==> src/rtl/tinker_arb_pkg.sv <==
// Shared types for the Tinker memory arbiter.
// Holds FSM state, transaction owner and watchdog width.
package tinker_arb_pkg;

    typedef enum logic {
        ARB_IDLE,
        ARB_WAIT
    } arb_state_t;

    typedef enum logic [1:0] {
        OWN_NONE,
        OWN_FETCH,
        OWN_DATA
    } arb_owner_t;

    localparam int WDOG_W = 8;

endpackage

==> src/rtl/tinker_mem_arbiter_if.sv <==
// Fetch, data and memory-side bus bundle for the arbiter.
// Modports: slave = arbiter view, master = requesters plus memory.
interface tinker_mem_arbiter_if #(
    parameter int ADDR_W = 32
);

    logic              if_req;
    logic [ADDR_W-1:0] if_addr;
    logic              if_gnt;
    logic              if_rvalid;
    logic [31:0]       if_rdata;

    logic              d_req;
    logic              d_we;
    logic [ADDR_W-1:0] d_addr;
    logic [63:0]       d_wdata;
    logic              d_gnt;
    logic              d_rvalid;
    logic [63:0]       d_rdata;

    logic              mem_en;
    logic              mem_we;
    logic [ADDR_W-1:0] mem_addr;
    logic [63:0]       mem_wdata;
    logic              mem_rvalid;
    logic [63:0]       mem_rdata;

    modport slave (
        input  if_req, if_addr,
        input  d_req, d_we, d_addr, d_wdata,
        input  mem_rvalid, mem_rdata,
        output if_gnt, if_rvalid, if_rdata,
        output d_gnt, d_rvalid, d_rdata,
        output mem_en, mem_we, mem_addr, mem_wdata
    );

    modport master (
        output if_req, if_addr,
        output d_req, d_we, d_addr, d_wdata,
        output mem_rvalid, mem_rdata,
        input  if_gnt, if_rvalid, if_rdata,
        input  d_gnt, d_rvalid, d_rdata,
        input  mem_en, mem_we, mem_addr, mem_wdata
    );

endinterface

==> src/rtl/tinker_arb_pick.sv <==
// Combinational winner select between fetch and data requesters.
// Ports: if_req, d_req, last_owner in; win out. Macro: TINKER_ARB_RR_EN.
module tinker_arb_pick
    import tinker_arb_pkg::*;
(
    input  logic       if_req,
    input  logic       d_req,
    input  arb_owner_t last_owner,
    output arb_owner_t win
);

`ifdef TINKER_ARB_RR_EN
    // On contention, serve whoever was not served at the last issue.
    always_comb begin
        win = OWN_NONE;
        unique case (1'b1)
            (d_req && if_req):
                win = (last_owner == OWN_DATA) ?
                      OWN_FETCH : OWN_DATA;
            (d_req && !if_req): win = OWN_DATA;
            (!d_req && if_req): win = OWN_FETCH;
            default:            win = OWN_NONE;
        endcase
    end
`else
    // Fixed priority: data always beats fetch.
    logic unused_last;
    assign unused_last = ^last_owner;

    always_comb begin
        win = OWN_NONE;
        unique case (1'b1)
            d_req:              win = OWN_DATA;
            (!d_req && if_req): win = OWN_FETCH;
            default:            win = OWN_NONE;
        endcase
    end
`endif

endmodule

==> src/rtl/tinker_mem_arbiter.sv <==
// Shares one 64-bit memory port between fetch and load/store.
// Ports: clk, reset (async, high), bus (slave), err. Macro: TINKER_ARB_RR_EN.
module tinker_mem_arbiter
    import tinker_arb_pkg::*;
#(
    parameter int ADDR_W  = 32,
    parameter int TIMEOUT = 255
) (
    input  logic                 clk,
    input  logic                 reset,
    tinker_mem_arbiter_if.slave  bus,
    output logic                 err
);

    localparam logic [WDOG_W-1:0] TO_V = WDOG_W'(TIMEOUT);

    arb_state_t        state_q, state_d;
    arb_owner_t        owner_q, owner_d;
    arb_owner_t        last_q,  last_d;
    logic [WDOG_W-1:0] wdog_q,  wdog_d;
    logic              err_q,   err_d;

    arb_owner_t        win;
    logic              rsp;
    logic              issue_pt;
    logic [WDOG_W-1:0] wdog_inc;
    logic [ADDR_W-1:0] d_addr_s;
    logic [ADDR_W-1:0] if_addr_s;

    assign d_addr_s  = bus.d_addr;
    assign if_addr_s = bus.if_addr;
    assign err       = err_q;

    tinker_arb_pick u_pick (
        .if_req     (bus.if_req),
        .d_req      (bus.d_req),
        .last_owner (last_q),
        .win        (win)
    );

    always_ff @(posedge clk or posedge reset) begin
        if (reset) begin
            state_q <= ARB_IDLE;
            owner_q <= OWN_NONE;
            last_q  <= OWN_FETCH;
            wdog_q  <= '0;
            err_q   <= 1'b0;
        end else begin
            state_q <= state_d;
            owner_q <= owner_d;
            last_q  <= last_d;
            wdog_q  <= wdog_d;
            err_q   <= err_d;
        end
    end

    // Reset gates the issue point so outputs drop at once.
    assign rsp      = (state_q == ARB_WAIT) && bus.mem_rvalid;
    assign issue_pt = !reset &&
                      ((state_q == ARB_IDLE) || rsp);
    assign wdog_inc = wdog_q + 1'b1;

    always_comb begin
        state_d       = state_q;
        owner_d       = owner_q;
        last_d        = last_q;
        wdog_d        = wdog_q;
        err_d         = err_q;
        bus.if_gnt    = 1'b0;
        bus.if_rvalid = 1'b0;
        bus.if_rdata  = '0;
        bus.d_gnt     = 1'b0;
        bus.d_rvalid  = 1'b0;
        bus.d_rdata   = '0;
        bus.mem_en    = 1'b0;
        bus.mem_we    = 1'b0;
        bus.mem_addr  = '0;
        bus.mem_wdata = '0;

        // Completion: memory is big-endian, fetch takes the upper word.
        if (rsp) begin
            if (owner_q == OWN_FETCH) begin
                bus.if_rvalid = 1'b1;
                bus.if_rdata  = bus.mem_rdata[63:32];
            end else if (owner_q == OWN_DATA) begin
                bus.d_rvalid = 1'b1;
                bus.d_rdata  = bus.mem_rdata;
            end
        end

        if (issue_pt) begin
            if (win != OWN_NONE) begin
                state_d    = ARB_WAIT;
                owner_d    = win;
                last_d     = win;
                wdog_d     = '0;
                bus.mem_en = 1'b1;
                if (win == OWN_DATA) begin
                    bus.d_gnt     = 1'b1;
                    bus.mem_we    = bus.d_we;
                    bus.mem_addr  = d_addr_s;
                    bus.mem_wdata = bus.d_wdata;
                end else begin
                    bus.if_gnt   = 1'b1;
                    bus.mem_addr = if_addr_s;
                end
            end else begin
                state_d = ARB_IDLE;
                owner_d = OWN_NONE;
                wdog_d  = '0;
            end
        end else if (state_q == ARB_WAIT) begin
            // Stalled cycle; abort once TIMEOUT of them have passed.
            wdog_d = wdog_inc;
            if (wdog_inc == TO_V) begin
                state_d = ARB_IDLE;
                owner_d = OWN_NONE;
                wdog_d  = '0;
                err_d   = 1'b1;
            end
        end
    end

endmodule

==> src/flat_wrapper.sv <==
// flat-port wrapper written by rule: the top's interface ports become plain ports
module tinker_mem_arbiter_flat import tinker_arb_pkg::*;
#(
    parameter int ADDR_W  = 32,
    parameter int TIMEOUT = 255
)
  (clk, reset, err, bus_if_req, bus_if_addr, bus_d_req, bus_d_we, bus_d_addr, bus_d_wdata, bus_mem_rvalid, bus_mem_rdata, bus_if_gnt, bus_if_rvalid, bus_if_rdata, bus_d_gnt, bus_d_rvalid, bus_d_rdata, bus_mem_en, bus_mem_we, bus_mem_addr, bus_mem_wdata);
  tinker_mem_arbiter_if #(.ADDR_W(ADDR_W)) bus_i ();
  input  logic clk;
  input  logic reset;
  output logic err;
  input wire logic [$bits(bus_i.if_req)-1:0] bus_if_req;
  input wire logic [$bits(bus_i.if_addr)-1:0] bus_if_addr;
  input wire logic [$bits(bus_i.d_req)-1:0] bus_d_req;
  input wire logic [$bits(bus_i.d_we)-1:0] bus_d_we;
  input wire logic [$bits(bus_i.d_addr)-1:0] bus_d_addr;
  input wire logic [$bits(bus_i.d_wdata)-1:0] bus_d_wdata;
  input wire logic [$bits(bus_i.mem_rvalid)-1:0] bus_mem_rvalid;
  input wire logic [$bits(bus_i.mem_rdata)-1:0] bus_mem_rdata;
  output wire logic [$bits(bus_i.if_gnt)-1:0] bus_if_gnt;
  output wire logic [$bits(bus_i.if_rvalid)-1:0] bus_if_rvalid;
  output wire logic [$bits(bus_i.if_rdata)-1:0] bus_if_rdata;
  output wire logic [$bits(bus_i.d_gnt)-1:0] bus_d_gnt;
  output wire logic [$bits(bus_i.d_rvalid)-1:0] bus_d_rvalid;
  output wire logic [$bits(bus_i.d_rdata)-1:0] bus_d_rdata;
  output wire logic [$bits(bus_i.mem_en)-1:0] bus_mem_en;
  output wire logic [$bits(bus_i.mem_we)-1:0] bus_mem_we;
  output wire logic [$bits(bus_i.mem_addr)-1:0] bus_mem_addr;
  output wire logic [$bits(bus_i.mem_wdata)-1:0] bus_mem_wdata;
  assign bus_i.if_req = bus_if_req;
  assign bus_i.if_addr = bus_if_addr;
  assign bus_i.d_req = bus_d_req;
  assign bus_i.d_we = bus_d_we;
  assign bus_i.d_addr = bus_d_addr;
  assign bus_i.d_wdata = bus_d_wdata;
  assign bus_i.mem_rvalid = bus_mem_rvalid;
  assign bus_i.mem_rdata = bus_mem_rdata;
  assign bus_if_gnt = bus_i.if_gnt;
  assign bus_if_rvalid = bus_i.if_rvalid;
  assign bus_if_rdata = bus_i.if_rdata;
  assign bus_d_gnt = bus_i.d_gnt;
  assign bus_d_rvalid = bus_i.d_rvalid;
  assign bus_d_rdata = bus_i.d_rdata;
  assign bus_mem_en = bus_i.mem_en;
  assign bus_mem_we = bus_i.mem_we;
  assign bus_mem_addr = bus_i.mem_addr;
  assign bus_mem_wdata = bus_i.mem_wdata;
  tinker_mem_arbiter #(.ADDR_W(ADDR_W), .TIMEOUT(TIMEOUT)) u_core (.clk(clk), .reset(reset), .bus(bus_i), .err(err));
endmodule
==> config.mk <==
export PLATFORM = sky130hd
export DESIGN_NAME = tinker_mem_arbiter_flat
export DESIGN_NICKNAME = d
export VERILOG_FILES = /design/src/rtl/tinker_arb_pkg.sv /design/src/rtl/tinker_mem_arbiter_if.sv /design/src/rtl/tinker_arb_pick.sv /design/src/rtl/tinker_mem_arbiter.sv /design/src/flat_wrapper.sv
export SDC_FILE = /design/constraint.sdc
export NUM_CORES = 1
export LEC_CHECK = 0
export ABC_AREA = 1
export BUFFER_PORTS_ARGS = -buffer_cell sky130_fd_sc_hd__buf_2
export CORE_AREA = 2 2 156 158
export CTS_CLUSTER_DIAMETER = 120
export CTS_CLUSTER_SIZE = 14
export DETAILED_ROUTE_END_ITERATION = 12
export DIE_AREA = 0 0 158 160
export RECOVER_POWER = 50
export SYNTH_ARGS = -nofsm -noshare
export SYNTH_HDL_FRONTEND = slang
export SYNTH_SLANG_ARGS = --single-unit
==> constraint.sdc <==
create_clock -name clk -period 1.6 [get_ports clk]
set_clock_uncertainty 0.05 [all_clocks]
set_input_delay 0.24 -clock clk [delete_from_list [all_inputs] [get_ports clk]]
set_output_delay 0.24 -clock clk [all_outputs]
set_load 0.05 [all_outputs]
==> metrics.csv <==
metric;value;unit
status;finished, violations left;
failed_checks;negative setup slack;
ir_worst_vdd;260;uV
dp.final_hpwl;15400;um
antenna_found_initial;7;
start_util;9.42;%
slowest_delay;0.36;ns
path_delay_family;buffers and inverters;
area_growth;265;%
synthDistinctLibCells;24;
cts_root_buffer;clkbuf_16;
cp_slowest_cell;dfrtp_1;
yosysTopAreaCellShare;28.4;%
clock-sinks;12;
clock_path_buffers;2;
layout.cells.non_filler;1209;
cap_viol_max_count;0;
drtIter0Drc;238;
yosysWarnings;0;
gp_congestion;0.796;
n_fill_cell;2383;
ys_top_cells_by_count;nor2_1, nand2_1, inv_1;
rr_worst_depth;8;
synth-seq-cells;12;
final_util;34.4;%
crit_cells;7;
hold_path_class;input port to asynchronous set/reset pin;
grt_pass1_vias;4411;
core_area;23800;sq um
die-area;25300;sq um
worst_skew_pair.late_latency;0.25;ns
crit_buf_inv;4;
max_slew.worst_pin.slew;0.705;ns
ys_seq_area_share;13.4;%
yosys.area.top_type;nor2_1;
hold_viol_final;0;
async_reset_ff_share;100;%
die_w;158;um
grt_util_all_layers;13.0;%
critPathLaunchType;flip-flop;
synth_fp_nets;653;
io_buffers;396;
nets;1085;
clkTransAtPathRegs;0.05;ns
rsz0062_at_grt;yes;
syn_inst;453;
yosys-top-cells-area;nor2_1, nand2_1, inv_1, dfrtp_1, a22o_1;
cp_max_fo;8;
dominantRegCellSynth;dfrtp_1;
fmax;0.501;GHz
post-route-min-period;2.00;ns
fin_ws;-0.396;ns
end_kind;primary output;
wire_per_inst;16.6;um
overflow;0;
post_drt_via_cell_ratio;3.84;
htree_num_levels;1;
antenna_left;0;
hold_buffers;0;
r2r-start;u_core.wdog_q[0];
slew-limit-headroom;53.0;%
synth.avg_cell_area;4.95;sq um
arrival;1.71;ns
drc;0;
finalCritPeriodShare;125;%
power_density;510;nW/um^2
cts_tree;yes;
setup_viol;209;
netlist_area;2240;sq um
fp-row-count;57;
criticalPathCategory;flip-flop to primary output;
p_leak;4.05;nW
fp.dieH;160;um
dp_cells;1182;
grt_start_max_net_pins;39;
vias;4641;
startpoint;u_core.state_q;
synth_edf_count;0;
firstDrtPassIters;4;
top_level_ports;397;
slew_viol_final;0;
required;1.31;ns
grt_pass1_wl;24900;um
wl;20100;um
yosysMostFrequentCell;nor2_1;
drive_gt1_share;73.5;%
cts_buffers;3;
path_cells;inv_2 > o21ai_4 > nor3_4 > buf_6 > clkbuf_16 > a22o_4 > buf_8;
-- area by class of cell --
type	instances	area, sq um	share of cell area [%]
flip-flops and latches	12	302	3.68
repair buffers	458	4300	52.6
inverters	82	312	3.81
multi-input cells	328	2770	33.9
diodes	1	2.50	0.0306
well taps	324	405	4.95
clock buffers	4	88.8	1.09
-- state kept, by name, indices dropped and copies added, names as in the netlist --
signal,flops
u_core.wdog_q,8
u_core.owner_q,2
u_core.err,1
u_core.state_q,1
-- path summary, 6_finish.rpt --
check	slack (ns)	end
max in group asynchronous	0.76	u_core.wdog_q[0]
min	0.25	u_core.err
max	-0.40	bus_mem_addr[28]
max reg2reg	-0.06	u_core.state_q
min reg2reg	0.42	u_core.err
min in group clk	0.35	u_core.state_q
-- through the flow --
| stage | cell area (sq um) | hold slack, ns | worst slack [ns] | total power [mW] | setup TNS [ns] |
|---|---|---|---|---|---|
| floorplan | 3280 | 0.0120 | -0.152 | 2.10 | -6.35 |
| global placement | 6310 | 0.290 | -0.105 | 2.98 | -6.44 |
| detailed placement | 6310 | 0.289 | -0.123 | 3.00 | -8.20 |
| CTS | 7040 | 0.0265 | -0.374 | 3.79 | -49.87 |
| global route | 8190 | 0.317 | -0.440 | 4.37 | -71.33 |
| finish | 8190 | 0.245 | -0.396 | 4.17 | -59.70 |
-- layout by cell type (no fill, tap or decap), types with 2 or more instances in the layout --
master / n
dfrtp_1: 11
clkbuf_16: 11
nand2_2: 3
nand2_4: 3
o22ai_1: 4
nor2_2: 17
buf_12: 40
buf_4: 57
buf_6: 126
buf_16: 4
nand2_1: 91
nand3_1: 4
nand3_2: 3
buf_2: 199
inv_1: 78
inv_2: 2
o21ai_0: 4
buf_8: 23
a22o_4: 29
nor2_4: 122
nor2_1: 33
a22o_1: 2
o21bai_1: 2
-- power breakdown --
part | switching [mW] | internal [mW] | total [mW]
combinational | 1.92 | 1.32 | 3.24
sequential | 0.0580 | 0.351 | 0.409
clock | 0.148 | 0.379 | 0.527
total | 2.12 | 2.05 | 4.17
-- metal layers --
metal	global-route usage (%)	wire, um	vias up
li1	-	-	2215
met1	13.4	6990	2102
met2	24.9	10800	285
met3	3.66	1870	33
met4	3.89	405	6
met5	0	46	-
-- kinds of logic (layout without fill, tap and decap cells) --
| logic type | after synthesis | in the layout | share of synthesized area (%) |
|---|---|---|---|
| buf+inv | 114 | 544 | 20.0 |
| flops | 12 | 12 | 13.4 |
| other cells | 0 | 1 | 0 |
| simple gates | 279 | 280 | 48.6 |
| xor+xnor | 2 | 2 | 0.781 |
| fa+ha+maj | 2 | 2 | 1.12 |
| compound gates | 44 | 44 | 16.1 |
-- worst register-to-register path, cell delays in order, from the launching register on --
cell	delay [ns]
dfrtp_2	0.40
ha_4	0.16
nand3_2	0.09
o21bai_1	0.19
nand2_1	0.09
nor2_2	0.12
nand3_2	0.16
nand2_2	0.18
o22ai_1	0.09
-- timing repair --
| action | in CTS | in global routing |
|---|---|---|
| endpoints found under the setup margin | 209 | 210 |
| pin swaps | 0 | 6 |
| cloned | 2 | 11 |
| resized for setup | 177 | 340 |
| buffers inserted | 3 | 7 |
(Power assumes the default switching activity.)
